--- config.mk ---
export PLATFORM = sky130hd
export DESIGN_NAME = pipe_reg_chain
export DESIGN_NICKNAME = d
export VERILOG_FILES = /design/src/rtl/pipe_reg_chain_pkg.sv /design/src/rtl/pipe_reg_chain_stage_slot.sv /design/src/rtl/pipe_reg_chain.sv
export SDC_FILE = /design/constraint.sdc
export NUM_CORES = 1
export LEC_CHECK = 0
export CAP_MARGIN = 20
export CORE_AREA = 3 3 196 198
export CTS_CLUSTER_DIAMETER = 50
export DETAILED_ROUTE_END_ITERATION = 16
export DIE_AREA = 0 0 199 201
export GPL_ROUTABILITY_DRIVEN = 0
export PLACE_DENSITY = 0.65
export SKIP_CTS_REPAIR_TIMING = 1
export SLEW_MARGIN = 20
export SYNTH_ARGS = -nofsm -noshare
export SYNTH_HDL_FRONTEND = slang
export SYNTH_SLANG_ARGS = --single-unit
--- constraint.sdc ---
create_clock -name clk -period 2.86 [get_ports clk]
set_input_delay 0.572 -clock clk [delete_from_list [all_inputs] [get_ports clk]]
set_output_delay 0.572 -clock clk [all_outputs]
set_load 0.01 [all_outputs]
--- src/rtl/pipe_reg_chain_pkg.sv ---
// pipe_reg_chain_pkg: shared limits for the generic pipeline register chain.
package pipe_reg_chain_pkg;
    localparam int MIN_DEPTH = 1;
    localparam int MAX_DEPTH = 8;
endpackage

--- src/rtl/pipe_reg_chain_stage_slot.sv ---
// pipe_stage_slot: one pipeline stage holding valid, ctrl and data with flush/hold/bubble commands.
module pipe_stage_slot #(
    parameter int CTRL_W     = 16,
    parameter int DATA_W     = 64,
    parameter bit FLUSH_DATA = 1'b0
) (
    input  logic              clk,
    input  logic              rst,
    input  logic              up_valid,
    input  logic [CTRL_W-1:0] up_ctrl,
    input  logic [DATA_W-1:0] up_data,
    input  logic              flush,
    input  logic              hold,
    input  logic              bubble,
    output logic              valid,
    output logic [CTRL_W-1:0] ctrl,
    output logic [DATA_W-1:0] data
);
    logic take;

    assign take = up_valid && !bubble;

    // A bubble keeps its stale data so only valid/ctrl need clearing.
    always_ff @(posedge clk) begin
        if (rst) begin
            valid <= 1'b0;
            ctrl  <= '0;
            data  <= '0;
        end else if (flush) begin
            valid <= 1'b0;
            ctrl  <= '0;
            if (FLUSH_DATA) data <= '0;
        end else if (!hold) begin
            valid <= take;
            ctrl  <= take ? up_ctrl : '0;
            if (!bubble) data <= up_data;
        end
    end
endmodule

--- src/rtl/pipe_reg_chain.sv ---
// pipe_reg_chain: DEPTH pipeline registers with per-stage stall/flush and a saturating stall counter.
module pipe_reg_chain
    import pipe_reg_chain_pkg::*;
#(
    parameter int DATA_W     = 64,
    parameter int CTRL_W     = 16,
    parameter int DEPTH      = 4,
    parameter bit FLUSH_DATA = 1'b0,
    parameter int CNT_W      = 16
) (
    input  logic                    clk,
    input  logic                    rst,
    input  logic                    in_valid,
    input  logic [CTRL_W-1:0]       in_ctrl,
    input  logic [DATA_W-1:0]       in_data,
    output logic                    in_ready,
    input  logic [DEPTH-1:0]        stall,
    input  logic [DEPTH-1:0]        flush,
    output logic [DEPTH-1:0]        stage_valid,
    output logic [DEPTH*CTRL_W-1:0] stage_ctrl,
    output logic [DEPTH*DATA_W-1:0] stage_data,
    output logic                    out_valid,
    output logic [CTRL_W-1:0]       out_ctrl,
    output logic [DATA_W-1:0]       out_data,
    output logic [CNT_W-1:0]        stall_cnt
);
    logic [DEPTH-1:0] hold;
    logic [DEPTH-1:0] bubble;

    if (DEPTH < MIN_DEPTH || DEPTH > MAX_DEPTH) begin : g_bad_depth
        $error("pipe_reg_chain: DEPTH must be in 1..8");
    end

    // A stall anywhere downstream freezes every earlier stage.
    always_comb begin
        hold = stall;
        for (int i = DEPTH - 2; i >= 0; i--) hold[i] = hold[i] | hold[i+1];
    end

    assign bubble   = hold << 1;
    assign in_ready = ~hold[0];

    for (genvar i = 0; i < DEPTH; i++) begin : g_stage
        logic              up_valid;
        logic [CTRL_W-1:0] up_ctrl;
        logic [DATA_W-1:0] up_data;
        if (i == 0) begin : g_head
            assign up_valid = in_valid;
            assign up_ctrl  = in_ctrl;
            assign up_data  = in_data;
        end else begin : g_body
            assign up_valid = stage_valid[i-1];
            assign up_ctrl  = stage_ctrl[(i-1)*CTRL_W +: CTRL_W];
            assign up_data  = stage_data[(i-1)*DATA_W +: DATA_W];
        end
        pipe_stage_slot #(
            .CTRL_W     (CTRL_W),
            .DATA_W     (DATA_W),
            .FLUSH_DATA (FLUSH_DATA)
        ) u_slot (
            .clk      (clk),
            .rst      (rst),
            .up_valid (up_valid),
            .up_ctrl  (up_ctrl),
            .up_data  (up_data),
            .flush    (flush[i]),
            .hold     (hold[i]),
            .bubble   (bubble[i]),
            .valid    (stage_valid[i]),
            .ctrl     (stage_ctrl[i*CTRL_W +: CTRL_W]),
            .data     (stage_data[i*DATA_W +: DATA_W])
        );
    end

    assign out_valid = stage_valid[DEPTH-1];
    assign out_ctrl  = stage_ctrl[(DEPTH-1)*CTRL_W +: CTRL_W];
    assign out_data  = stage_data[(DEPTH-1)*DATA_W +: DATA_W];

    always_ff @(posedge clk) begin
        if (rst) stall_cnt <= '0;
        else if (hold[0] && stall_cnt != '1) stall_cnt <= stall_cnt + 1'b1;
    end
endmodule

==> out/results.txt <==
Critical path fanouts, max = 2
Required time of the worst setup path = 2.29 ns
CP Launch Point = stall[3]
Initial antenna violation count = 5
Synth Area in Compound Gates = 0.154
Slew @ Worst Pin = 0.599 ns
Flop pwr share = 0.461
RSZ-0062 raised after global routing = false
Pin count of the biggest net entering global routing = 90
Yosys top cell area share = 0.543
H-tree lvl count = 2
Sw frac = 0.214
Avg Vias per Cell = 4.89
XOR/XNOR Fraction of Synth Area = 0
Detailed-route via count = 11.9k
Max-Cap Viols = 0
Initial Utilization = 0.342
First-pass GRT wire length = 66700 µm
Post-Layout Cell Count = 2435
Drt total wl = 44200 µm
Clock buffer depth = 3
Die width = 199 µm
Cell variety after synth = 31
Psw = 2.21 mW
Fill count = 3450
Final period utilization = 0.990
Synthesized Nets = 1643
Post-Synth Simple-Gate Area = 0.211
Yosys top cell by area = dfxtp_1
Clock power share = 0.500
Leakage Power = 6.12 nW
Area contributors post-synth = dfxtp_1, nand2_1, a21oi_1
Cells after DPL = 2360
Most used cell, CP = clkdlybuf4s50_1
Synthesis-to-layout area growth = 50.4%
Crit path to = in_ready
Power Density = 549 nW/µm²
Buffers & Inverters on Critical Path = 3
Starting DRT DRC Count = 623
Worst path slowest cell = or4_4
Core area = 36700 µm²
Critical R2R Launch = stall_cnt[0]
Die height = 201 µm
Vias in the first global route = 11.3k
Final setup violating endpoints = 0
Gate power share = 0.039
Primary FF master, synth = dfxtp_1
CP Launch Type = primary input
Area share of fa/ha/maj cells after synthesis = 0.000998
Final total power = 10.3 mW
Min-delay worst type = reg2reg
Sink Count = 340
Row count = 70
Congestion Overflow GR = 0
Total GRT Usage = 0.210
R2R cell count = 5
Slew headroom = 0.599
Critical path depth = 4
Post-route cell area = 18900 µm²
Family with the most delay on the worst path = buffers and inverters
Tmin final = 2.83 ns
Yosys warning count = 0
Register bit total from synthesis = 340
Fraction of layout cells with a size suffix above 1 = 0.0530
DR DRC count = 0
Buffers added on ports = 512
Status = complete, no violations
Clock skew = 0.0177 ns
Fin worst setup slack = 0.0296 ns
WS Path Type = in2out
Slew Limit Fails = 0
Clock slew at reported path FFs = 0.06 ns
Worst R2R Setup Slack = 0.95 ns
Async S/R FF share, synth = 0
Clk_lat worst skew = 0.53 ns
DR WL/cell = 18.2 µm
Slowest stage delay, CP = 0.60 ns
Crit Reg-Reg Endpoint = stall_cnt[14]
Nets = 2028
Die area = 40000 µm²
Antenna viol nets, final = 0
Peak supply drop = 436 µV
Io pins = 513
Drt pass-1 iters = 5
Crit path DAT = 2.26 ns
Placed cell areas = 17500 µm²
Post-synth EDFFs = 0
CTS Root Cell = clkbuf_16
Post-synthesis cell count = 1551
Largest family of logic cells by synthesized area = simple AND/OR/NAND/NOR gates
CTS tree = yes
Fmax = 353 MHz
Crit path cell chain = clkdlybuf4s50_1 -> or4_4 -> inv_2 -> clkdlybuf4s50_1
Cell Int Power = 8.13 mW
Setup crit end kind = output pin
Seq/Total Area, Yosys = 0.543
Final hold vios = 0
DP HPWL = 31400 µm
Cts bufs inserted = 41
Syn_area_per_cell = 8.08 µm²
Final core utilization = 0.514
Placement Setup Slack = -0.0773 ns
Multiplexer area fraction after synthesis = 0
Syn Std Cell Area = 12500 µm²
[worst min path at each step]
stage	startpoint	to	slack (ns)	cells after the start
2_1_floorplan	g_stage[0].u_slot.valid	g_stage[0].u_slot.valid	0.45	2
3_3_place_gp	g_stage[2].u_slot.data[42]	g_stage[3].u_slot.data[42]	0.45	2
3_5_place_dp	g_stage[2].u_slot.data[47]	g_stage[3].u_slot.data[47]	0.46	2
4_1_cts	g_stage[1].u_slot.data[14]	g_stage[2].u_slot.data[14]	0.46	2
5_1_grt	g_stage[1].u_slot.data[60]	g_stage[2].u_slot.data[60]	0.48	2
6_report	g_stage[1].u_slot.data[14]	g_stage[2].u_slot.data[14]	0.46	2
[metal layers]
| metal | GRT usage | vias to the layer above | routed length [µm] |
|---|---|---|---|
| met3 | 0.0576 | 74 | 3520 |
| met2 | 0.358 | 448 | 21700 |
| met1 | 0.251 | 5568 | 17600 |
| met5 | 0 | - | 10 |
| met4 | 0.0776 | 2 | 1320 |
| li1 | - | 5811 | - |
[state kept, by name, indices dropped and copies added, names as in the netlist]
signal,cells
g_stage.u_slot.ctrl,64
stall_cnt,16
g_stage.u_slot.data,256
g_stage.u_slot.valid,4
[Yosys cell counts, types with 2 or more instances]
| library cell | number |
|---|---|
| buf_4 | 96 |
| inv_1 | 3 |
| dfxtp_1 | 340 |
| o31ai_1 | 11 |
| nor2_2 | 3 |
| nand2b_1 | 2 |
| buf_1 | 5 |
| or4_1 | 11 |
| nand4_1 | 6 |
| or2_2 | 5 |
| clkbuf_1 | 66 |
| buf_2 | 28 |
| o21ai_0 | 3 |
| and3_1 | 4 |
| nor2_1 | 53 |
| a22oi_1 | 48 |
| and2_1 | 2 |
| nand3_1 | 20 |
| a21oi_1 | 292 |
| or3_1 | 7 |
| nand2_1 | 536 |
[power groups by stage]
stage | Clock, mW | Sequential [mW] | Combinational [mW]
after floorplan | 0 | 4.88 | 0.159
after global placement | 0 | 4.87 | 0.405
after detailed placement | 0 | 4.87 | 0.408
after CTS | 5.29 | 4.77 | 0.409
after global routing | 5.47 | 4.77 | 0.432
final | 5.17 | 4.77 | 0.405
[through the flow]
step                      TNS [ns]  hold WS, ns
final                            0        0.457
after floorplan                  0        0.445
after global placement     -0.0686        0.453
after detailed placement    -0.253        0.456
after CTS                  -0.0860        0.460
after global routing             0        0.485
[logic make-up (layout without fill, tap and decap cells)]
logic type,Yosys count,in the layout
adders and majority gates,1,1
AOI/OAI and AO/OA,356,356
other,0,4
and+or+nand+nor,655,655
DFF,340,340
buffers and inverters,199,611
[layout make-up]
cell class / count / area (µm²) / share of cell area
tap: 468 / 586 / 0.0311
inverter: 4 / 15.0 / 0.000796
antenna: 4 / 10.0 / 0.000531
clock buffer: 58 / 1200 / 0.0638
timing repair buffer: 537 / 5470 / 0.290
clock inverter: 12 / 154 / 0.00816
sequential: 340 / 6810 / 0.361
multi-input combinational: 1012 / 4610 / 0.245
[tightest hold or removal path: stages, from the launching register on]
cell and delay [ns]:
dfxtp_1 0.32, nand2_1 0.06, a21oi_1 0.05
[cells in the final DEF (no fill, tap or decap), types with 2 or more instances in the layout]
| cell | count |
|---|---|
| diode_2 | 4 |
| or3_1 | 6 |
| dfxtp_1 | 340 |
| a21oi_1 | 292 |
| or2_2 | 5 |
| buf_4 | 13 |
| clkbuf_16 | 43 |
| nand2_1 | 536 |
| clkdlybuf4s50_1 | 510 |
| and3_1 | 4 |
| or4_1 | 10 |
| nor2_4 | 3 |
| clkbuf_1 | 8 |
| buf_12 | 12 |
| clkinv_2 | 4 |
| bufinv_16 | 3 |
| clkbuf_8 | 8 |
| nor2_1 | 53 |
| nand4_1 | 6 |
| o21ai_0 | 3 |
| nand3_1 | 20 |
| inv_6 | 4 |
| o31ai_1 | 11 |
| and2_1 | 2 |
| inv_1 | 3 |
| a22oi_1 | 48 |
No activity file was read; power rests on OpenSTA's default activity.
